--- src/rtl/exe_mem_status_stage.sv ---
// EXE->MEM pipeline register plus the architectural status register (SR).
// Captures the ALU result, store data, destination and control enables at the end of EXE,
// owns the {N,Z,C,V} status register (updated only by S-suffixed instructions) and evaluates
// the ARM condition field against the current SR for ID-stage gating.
//
// Ports:
//   clk, rst_n          clock and synchronous active-low reset
//   Freeze              memory stall; holds every register
//   EXE_Valid           EXE holds a real instruction
//   *_In                fields and enables presented by EXE
//   Cond                ID-stage condition field
//   MEM_Valid .. Dest   registered pipeline outputs towards MEM
//   SR                  status register {N,Z,C,V}; SR[1] is the carry fed back to the ALU
//   Cond_Pass           combinational condition evaluation against SR
//   Illegal             one-cycle pulse after a combined load+store was rejected
module exe_mem_status_stage #(
  parameter int unsigned DATA_W = 32,
  parameter int unsigned DEST_W = 4
) (
  input  logic              clk,
  input  logic              rst_n,
  input  logic              Freeze,
  input  logic              EXE_Valid,
  input  logic              WB_EN_In,
  input  logic              MEM_R_EN_In,
  input  logic              MEM_W_EN_In,
  input  logic              S_In,
  input  logic [DATA_W-1:0] ALU_Res_In,
  input  logic [3:0]        Status_In,
  input  logic [DATA_W-1:0] Val_Rm_In,
  input  logic [DEST_W-1:0] Dest_In,
  input  logic [3:0]        Cond,
  output logic              MEM_Valid,
  output logic              WB_EN,
  output logic              MEM_R_EN,
  output logic              MEM_W_EN,
  output logic [DATA_W-1:0] ALU_Res,
  output logic [DATA_W-1:0] Val_Rm,
  output logic [DEST_W-1:0] Dest,
  output logic [3:0]        SR,
  output logic              Cond_Pass,
  output logic              Illegal
);

  logic              valid_q, valid_d;
  logic              wb_en_q, wb_en_d;
  logic              mem_r_en_q, mem_r_en_d;
  logic              mem_w_en_q, mem_w_en_d;
  logic [DATA_W-1:0] alu_res_q, alu_res_d;
  logic [DATA_W-1:0] val_rm_q, val_rm_d;
  logic [DEST_W-1:0] dest_q, dest_d;
  logic [3:0]        sr_q, sr_d;
  logic              illegal_q, illegal_d;

  logic rw_conflict;
  assign rw_conflict = MEM_R_EN_In & MEM_W_EN_In;

  always_comb begin
    valid_d    = valid_q;
    wb_en_d    = wb_en_q;
    mem_r_en_d = mem_r_en_q;
    mem_w_en_d = mem_w_en_q;
    alu_res_d  = alu_res_q;
    val_rm_d   = val_rm_q;
    dest_d     = dest_q;
    sr_d       = sr_q;
    illegal_d  = 1'b0;
    if (!Freeze) begin
      if (EXE_Valid && !rw_conflict) begin
        valid_d    = 1'b1;
        wb_en_d    = WB_EN_In;
        mem_r_en_d = MEM_R_EN_In;
        mem_w_en_d = MEM_W_EN_In;
        alu_res_d  = ALU_Res_In;
        val_rm_d   = Val_Rm_In;
        dest_d     = Dest_In;
        if (S_In) begin
          sr_d = Status_In;
        end
      end else begin
        // Bubble or rejected R+W: kill enables, keep data fields and SR.
        valid_d    = 1'b0;
        wb_en_d    = 1'b0;
        mem_r_en_d = 1'b0;
        mem_w_en_d = 1'b0;
        illegal_d  = EXE_Valid & rw_conflict;
      end
    end
  end

  always_ff @(posedge clk) begin
    if (!rst_n) begin
      valid_q    <= 1'b0;
      wb_en_q    <= 1'b0;
      mem_r_en_q <= 1'b0;
      mem_w_en_q <= 1'b0;
      alu_res_q  <= '0;
      val_rm_q   <= '0;
      dest_q     <= '0;
      sr_q       <= 4'b0000;
      illegal_q  <= 1'b0;
    end else begin
      valid_q    <= valid_d;
      wb_en_q    <= wb_en_d;
      mem_r_en_q <= mem_r_en_d;
      mem_w_en_q <= mem_w_en_d;
      alu_res_q  <= alu_res_d;
      val_rm_q   <= val_rm_d;
      dest_q     <= dest_d;
      sr_q       <= sr_d;
      illegal_q  <= illegal_d;
    end
  end

  // Condition evaluation uses the registered SR only (no bypass of Status_In).
  logic n_flag, z_flag, c_flag, v_flag;
  assign n_flag = sr_q[3];
  assign z_flag = sr_q[2];
  assign c_flag = sr_q[1];
  assign v_flag = sr_q[0];

  always_comb begin
    Cond_Pass = 1'b0;
    case (Cond)
      4'b0000: Cond_Pass = z_flag;
      4'b0001: Cond_Pass = ~z_flag;
      4'b0010: Cond_Pass = c_flag;
      4'b0011: Cond_Pass = ~c_flag;
      4'b0100: Cond_Pass = n_flag;
      4'b0101: Cond_Pass = ~n_flag;
      4'b0110: Cond_Pass = v_flag;
      4'b0111: Cond_Pass = ~v_flag;
      4'b1000: Cond_Pass = c_flag & ~z_flag;
      4'b1001: Cond_Pass = ~c_flag | z_flag;
      4'b1010: Cond_Pass = (n_flag == v_flag);
      4'b1011: Cond_Pass = (n_flag != v_flag);
      4'b1100: Cond_Pass = ~z_flag & (n_flag == v_flag);
      4'b1101: Cond_Pass = z_flag | (n_flag != v_flag);
      4'b1110: Cond_Pass = 1'b1;
      default: Cond_Pass = 1'b0;
    endcase
  end

  assign MEM_Valid = valid_q;
  assign WB_EN     = wb_en_q;
  assign MEM_R_EN  = mem_r_en_q;
  assign MEM_W_EN  = mem_w_en_q;
  assign ALU_Res   = alu_res_q;
  assign Val_Rm    = val_rm_q;
  assign Dest      = dest_q;
  assign SR        = sr_q;
  assign Illegal   = illegal_q;

endmodule

--- config.mk ---
export PLATFORM = sky130hd
export DESIGN_NAME = exe_mem_status_stage
export DESIGN_NICKNAME = d
export VERILOG_FILES = /design/src/rtl/exe_mem_status_stage.sv
export SDC_FILE = /design/constraint.sdc
export NUM_CORES = 1
export LEC_CHECK = 0
export ABC_AREA = 0
export CORE_ASPECT_RATIO = 1.2
export CORE_MARGIN = 10
export CORE_UTILIZATION = 40
export CTS_CLUSTER_DIAMETER = 30
export DETAILED_ROUTE_END_ITERATION = 8
export DONT_BUFFER_PORTS = 1
export PLACE_DENSITY = 0.63
export SETUP_SLACK_MARGIN = 0.2
export SYNTH_ARGS = -nofsm -noshare
export SYNTH_HDL_FRONTEND = slang
export SYNTH_SLANG_ARGS = --single-unit
--- constraint.sdc ---
create_clock -name clk -period 2.3 [get_ports clk]
set_input_delay 0.46 -clock clk [delete_from_list [all_inputs] [get_ports clk]]
set_output_delay 0.46 -clock clk [all_outputs]
set_load 0.005 [all_outputs]
# == After elaboration in Yosys (flattened, before gate mapping) ==
# Cells that the tools add are included.
# totals
regBits,77
inputBits,84
out_inout_bits,78
word_cells,48
# op_classes
n_eq_ne,16
n_mux,5
n_bitwise,12
n_reduce_logical,6
# ops
operator,n
$eq 4x4->1 const B,7
$eq 4x3->1 const B,4
$pmux 1 s15,1
$eq 4x2->1 const B,2
$not 1->1,6
$and 1x1->1,4
$eq 4x1->1 const B,1
$logic_not 4->1,1
$mux 1,4
$reduce_and 3->1,1
$reduce_or 3->1,1
$or 1x1->1,2
$reduce_and 2->1,1
$eq 1x1->1,1
$logic_and 1x1->1,1
$logic_not 1->1,1
$ne 1x1->1,1

# == Logic depth before layout (Yosys ltp) ==
# Gate-level depths: netlist of the first run.
# depth
depth_word,4
ltp_mapped,6
mapped_depth_nobuf,4

# == Least setup slack after synthesis of the first run ==
# Ideal clock, no wire load.
# synth_path
path_type,input -> output
start,input port Cond[2]
end,output port Cond_Pass
arrival_time_ns,1.494
t_required_ns,1.840
slack_ns,0.346
stages,5
path_buffers,1
path_cell_list,buf_6 > mux2_4 > a21oi_2 > o311ai_1 > a2111o_1
# synth_between
elab_chain_cells,2
elab_cells_between_ends,16
classes_between,eq/ne: 14; mux: 1; reduce/logical: 1
# synth_lines
element,line,rtl
start: declaration,32,"input logic [3:0] Cond,"
"$eq 4x4->1, or another cell as far along",124,case (Cond)
$pmux 1 s15 (*),124,
end: declaration,41,"output logic Cond_Pass,"
# Mark *: on every way between the ends. The rest lies on a longest branch, timed or not.

# == Worst setup path in the final report of the first run ==
# layout_path
start,"register sr_q[3], in the netlist SR[3]"
end,output port Cond_Pass
# layout_between
elab_chain_cells,3
elab_cells_between_ends,6
classes_between,eq/ne: 2; mux: 1; bitwise: 3
# layout_lines
element,line,rtl
start: declaration,52,"logic [3:0] sr_q, sr_d;"
start signal: assignment,110,sr_q <= sr_d;
$ne 1x1->1 / $eq 1x1->1 (equally long branches),--,
$or 1x1->1 / $and 1x1->1 (equally long branches),"138, 137",
$pmux 1 s15 (*),124,
# Marked as above.

==> results of run 1 <==
==> layer usage <==
| layer | share of wire, % | vias up | wire [um] | GRT usage, % |
|---|---|---|---|---|
| met1 | 37 | 1028 | 2995 | 13.20 |
| met3 | 13 | 7 | 1047 | 8.338 |
| met5 | 0 | - | 0 | 0 |
| met4 | 1.0 | 0 | 80 | 5.455 |
| li1 | - | 1161 | - | - |
| met2 | 49 | 92 | 3901 | 21.57 |
==> where the power goes <==
group / internal [mW] / leakage, nW / switching, mW
clock: 0.509 / 0.0931 / 0.497
sequential: 1.39 / 0.629 / 0.0486
combinational: 0.0670 / 0.394 / 0.0771
total: 1.96 / 1.12 / 0.623
==> critical path: stages, from the launching register on <==
cell and delay, ns:
dfxtp_4 0.37, and3b_2 0.22, o21ai_1 0.13, o211ai_1 0.10, a2111o_1 0.45
==> cells in the final DEF, fill, tap and decap left out, types with 2 or more instances in the layout <==
cell          n
a22oi_1       4
dfxtp_4       2
nand2_1     144
o21ai_1       2
nor3_1        2
a21boi_0     72
nand3_1       6
clkinv_4      2
dfxtp_1      75
nor2b_1       6
clkinvlp_4    2
clkbuf_8      9
nor2_1        3
buf_4         2
==> cell type report <==
type | instances | area, um2 | share of cell area [%]
clock inverters | 6 | 71.32 | 2.175
diodes | 1 | 2.502 | 0.07631
repair buffers | 3 | 35.03 | 1.068
clock buffers | 10 | 127.6 | 3.892
multi-input cells | 260 | 1381 | 42.12
well taps | 90 | 112.6 | 3.434
flip-flops and latches | 77 | 1549 | 47.23
==> final timing paths <==
check | from | end | depth (start not counted) | slack [ns]
min reg2reg | Dest[3] | Dest[3] | 2 | 0.49
max reg2reg | SR[0] | SR[0] | 2 | 1.52
min | Dest_In[0] | Dest[0] | 2 | 0.26
max | SR[3] | Cond_Pass | 4 | 0.24
==> synth_stat cells (all sizes together) (2+ instances only) <==
library cell	n
nand2	145
dfxtp	77
a21boi	73
clkbuf	14
buf	11
nand3	6
nor2b	6
a22oi	4
nor2	3
o21ai	3
a21oi	2
and2	2
nor3	2
==> metrics by stage <==
step	setup slack, ns	instance area [um2]	power [mW]	utilization [%]	cells
finish	0.2417	3279	2.586	44.82	447
global route	0.1336	3279	2.703	44.82	447
CTS	0.2069	3277	2.629	44.78	446
detailed placement	0.4138	3070	1.619	41.96	430
global placement	0.4281	3070	1.613	41.96	430
floorplan	0.3464	3045	1.596	-	362
==> cells by family (layout without fill, tap and decap cells) <==
kind of cell	Yosys count	after routing	share of synthesized area (%)
and+or+nand+nor	170	170	22.80
AOI/OAI and AO/OA	87	87	21.36
DFF	77	77	50.62
buffers and inverters	25	19	4.150
xor gates and xnor gates	2	2	0.5753
muxes	1	1	0.4929
other	0	1	0
==> repair_timing <==
| item | in CTS | in global routing |
|---|---|---|
| setup endpoints to repair | 1 | 1 |
| hold endpoints to repair | 0 | 0 |
| pin swaps | 2 | 0 |
| hold buffers | 0 | 0 |
| resized for setup | 5 | 1 |
==> sequential cells by signal, summed over array words and instances (netlist names) <==
signal     flops
ALU_Res       32
Dest           4
Illegal        1
MEM_R_EN       1
MEM_Valid      1
MEM_W_EN       1
SR             4
Val_Rm        32
WB_EN          1
==> results.ini, run 1 <==
[worst_setup_path]
worstPathArrival_ns=1.60
cp-start-kind=flop
cp_data_required_time_ns=1.84
crit_type=reg2out
worstPathMaxFanout=7
crit_path_end_kind=output pin

[sta]
slew-limit-headroom_pct=72.08
timing.final.crit_share_pct=89.49
period_minus_slack_ns=2.058
finalSetupViolations=0
hold_viol=0
fmax_mhz=485.8
grt_setup_unrepaired=true
whs_ns=0.2552
maxSlewViolCount=0
worst_pin_slew_ns=0.4173
fin_setup_tns_ns=0
fin_skew_ns=0

[synthesis]
ys_seq_area_share_pct=50.62
synth_seq_cells=77
netlist_instances=362
yosys_most_used_dff=dfxtp_1
synth_area_leaders=dfxtp_1 (51%), nand2_1 (18%), a21boi_0 (18%), clkbuf_1 (1.7%), buf_4 (1.2%)
syn_area_per_cell_um2=8.413
synthDistinctLibCells=31
synth_top_cell_area_share_pct=50.62
syn_nets=446
yosysWarnings=0
synth-edff-count=0
yosysTopAreaCell=dfxtp_1
asyncSetResetFlopFracSynth_pct=0
synth_area_mm2=0.003045

[global_route]
grt_first_pass_wirelength_mm=12.10
grt_antenna_before_repair=1
grt-ovfl-total=0
grt_pass1_vias=2261
grtUsageTotal_pct=13.19
grt_max_degree=78

[detailed_routing]
via_per_inst=5.119
drt_iter0_drc=96
ant_nets=0
routedWlPerCell_um=17.95
drcViolationCount=0
routed_wl_mm=8.024
dr.pass1.iters=4
routed-via-count=2288

[floorplan]
die_w_um=99.66
io_pins=162
num_rows=34
core_area_mm2=0.007317
start_util_pct=41.62
die_h_um=115.6
die-area_mm2=0.01152

[layout]
fillers=764
area_growth_pct=7.683
fin_nets=435
drive_above_1_share_pct=7.022

[worst_hold_path]
hp-class=in2reg

[power_and_ir_drop]
peakVddDrop_mv=0.4471
power-per-cell-area_mw_per_mm2=788.5
leakage_nw=1.116

[clocking]
cts_buffer_depth=2
cts_tree=built
post-cts-setup-buffer-count=0
htree_num_levels=3
cts_inserted_buffers=9
cts_root_buffer=clkbuf_8
path_clk_slew_ns=0.08
clkSinkCount=77
clk_latency_ns=0.34

[outcome]
status=completed

[placement]
gp_congestion=0.7265
io_buffers=0
hpwl_mm=6.020

[flow_run]
cap_viol_max_count=0

Note: power is estimated with default switching activity, not from simulation.
==> run 2: changes to the inputs <==
--- a/config.mk
+++ b/config.mk
@@ -13,6 +13,7 @@
 export DETAILED_ROUTE_END_ITERATION = 8
 export DONT_BUFFER_PORTS = 1
 export PLACE_DENSITY = 0.63
+export REMOVE_ABC_BUFFERS = 1
 export SETUP_SLACK_MARGIN = 0.2
 export SYNTH_ARGS = -nofsm -noshare
 export SYNTH_HDL_FRONTEND = slang
==> run 2 against run 1 <==
Net effect: sequential share of layout area is 0.14 points lower; register-to-register slack improved by 0.06 ns; worst hold slack worse by 0.0074 ns; critical path type unchanged; highest routed layer unchanged; final area up 0.38%; non-clock buffer count rose by 1; fmax fell by 1.9%; critical endpoint unchanged; first-iteration DRC count increased by 28%; largest power group unchanged.
==> results.ini, run 2 (synthesis results as in run 1) <==
[worst_setup_path]
worstPathMaxFanout=7  ; unchanged
worstPathArrival_ns=1.64  ; was 1.60 ns
cp-start-kind=flop  ; unchanged
crit_end=Cond_Pass  ; unchanged
ff2ff_setup_slack_ns=1.58  ; was 1.52 ns
crit_start=SR[3]  ; unchanged
crit_path_end_kind=output pin  ; unchanged
r2r-start=SR[1]  ; was SR[0]
r2r_cells=2  ; unchanged
cp_data_required_time_ns=1.84  ; about the same
crit_type=reg2out  ; unchanged
reg2reg_to=SR[1]  ; was SR[0]

[worst_hold_path]
hp-class=in2reg  ; unchanged

[placement]
io_buffers=0  ; unchanged
gp_congestion=0.7081  ; was 0.7265
dp_slack_ns=0.4028  ; was 0.4138 ns
hpwl_mm=5.975  ; was 6.020 mm

[global_route]
grt_max_degree=78  ; unchanged
grtUsageTotal_pct=13.42  ; was 13.19%
grt_antenna_before_repair=0  ; was 1
grt-ovfl-total=0  ; unchanged
grt_pass1_vias=2311  ; was 2261
grt_first_pass_wirelength_mm=12.32  ; was 12.10 mm

[flow_run]
cap_viol_max_count=0  ; unchanged

[layout]
final_common_cell=nand2_1  ; unchanged
drive_above_1_share_pct=8.146  ; was 7.022%
fin_nets=436  ; was 435
area_growth_pct=8.094  ; was 7.683%
multi_input_area_mm2=0.001389  ; was 0.001381 mm2
fillers=727  ; was 764
layout_common_cells=nand2_1 (144), dfxtp_1 (74), a21boi_0 (72), clkbuf_8 (9)  ; was nand2_1 (144), dfxtp_1 (75), a21boi_0 (72), clkbuf_8 (9)
diodes=0  ; was 1
regArea_mm2=0.001550  ; was 0.001549 mm2

[sta]
slew-limit-headroom_pct=73.31  ; was 72.08%
layout_setup_ws_ns=0.2014  ; was 0.2417 ns
fin_skew_ns=0  ; unchanged
worst_pin_slew_ns=0.4003  ; was 0.4173 ns
fmax_mhz=476.5  ; was 485.8 MHz
period_minus_slack_ns=2.099  ; was 2.058 ns
finalSetupViolations=0  ; unchanged
hold_viol=0  ; unchanged
maxSlewViolCount=0  ; unchanged
timing.final.crit_share_pct=91.24  ; was 89.49%
grt_setup_unrepaired=true  ; unchanged
whs_ns=0.2478  ; was 0.2552 ns

[clocking]
post-cts-setup-buffer-count=0  ; unchanged
cts_buffer_depth=2  ; unchanged
cts_root_buffer=clkbuf_8  ; unchanged
cts_tree=built  ; unchanged
path_clk_slew_ns=0.08  ; about the same
htree_num_levels=3  ; unchanged
clkSinkCount=77  ; unchanged
cts_hold_buf=0  ; unchanged
cts_inserted_buffers=9  ; unchanged
clk_latency_ns=0.34  ; about the same

[power_and_ir_drop]
peakVddDrop_mv=0.4677  ; was 0.4471 mV
clkPwrFrac_pct=40.9  ; was 38.9%
p_comb_share_pct=5.4  ; was 5.6%
seqPwrFrac_pct=53.7  ; was 55.5%
sw_frac_of_total_pct=22.94  ; was 24.10%
power-per-cell-area_mw_per_mm2=811.3  ; was 788.5 mW/mm2
leakage_nw=1.129  ; was 1.116 nW
power_switching_uw=612.7  ; was 623.1 uW
internal_power_mw=2.058  ; was 1.963 mW

[detailed_routing]
dr.pass1.iters=4  ; unchanged
via_per_inst=5.076  ; was 5.119
routed_wl_mm=8.117  ; was 8.024 mm
ant_nets=0  ; unchanged
routed-via-count=2264  ; was 2288
drt_iter0_drc=123  ; was 96
drcViolationCount=0  ; unchanged
routedWlPerCell_um=18.20  ; was 17.95 um

[floorplan]
die-area_mm2=0.01152  ; unchanged
die_w_um=99.66  ; unchanged
start_util_pct=41.62  ; unchanged
num_rows=34  ; unchanged
core_area_mm2=0.007317  ; unchanged
io_pins=162  ; unchanged
die_h_um=115.6  ; unchanged

[outcome]
status=completed  ; unchanged

-- run 2: metrics by stage --
stage | cell area [um2] | cells | setup TNS [ns] | util (%) | power (mW)
after floorplan | 2919 | 337 | -1.001 | - | 1.569
after global placement | 3065 | 431 | 0 | 41.89 | 1.611
after detailed placement | 3065 | 431 | 0 | 41.89 | 1.618
final | 3292 | 446 | 0 | 44.99 | 2.671
after CTS | 3287 | 446 | 0 | 44.92 | 2.728
after global routing | 3292 | 446 | 0 | 44.99 | 2.800
-- run 2: how the worst min path moves through the flow --
| stage | start | to | slack, ns | depth (start not counted) |
|---|---|---|---|---|
| after floorplan | Dest[0] | Dest[0] | 0.45 | 2 |
| after global placement | Val_Rm[21] | Val_Rm[21] | 0.48 | 2 |
| after detailed placement | ALU_Res[1] | ALU_Res[1] | 0.48 | 2 |
| after CTS | Dest_In[0] | Dest[0] | 0.22 | 2 |
| after global routing | ALU_Res_In[29] | ALU_Res[29] | 0.23 | 2 |
| final | Dest_In[0] | Dest[0] | 0.25 | 2 |
-- run 2: layout make-up --
type / instances / share of cell area, %
clock buffers: 9 / 3.763
clock inverters: 6 / 2.623
multi-input cells: 260 / 42.19
flip-flops and latches: 77 / 47.09
well taps: 90 / 3.421
repair buffers: 4 / 0.9122
-- run 2: repair_timing --
action / in CTS / in global routing
cloned: 0 / 0
resized for setup: 7 / 3
pin swaps: 4 / 0
setup endpoints to repair: 1 / 1
-- run 2: critical path, cell delays in order, from the launching register on --
cell and delay [ns]:
dfxtp_4 0.38, and3b_2 0.24, o21ai_2 0.12, o211ai_1 0.12
a2111o_1 0.46
-- run 2: power groups by stage --
stage               Sequential, mW  Clock [mW]  Combinational, mW
detailed placement            1.47           0              0.146
global route                  1.44        1.19              0.168
global placement              1.47           0              0.140
floorplan                     1.45           0              0.117
CTS                           1.44        1.14              0.147
finish                        1.44        1.09              0.144
-- run 2: per-layer routing --
| metal | part of all wire (%) | track usage, % |
|---|---|---|
| met2 | 50 | 22.04 |
| met1 | 37 | 13.13 |
| met5 | 0 | 0 |
| met3 | 11 | 8.100 |
| met4 | 1.9 | 6.794 |
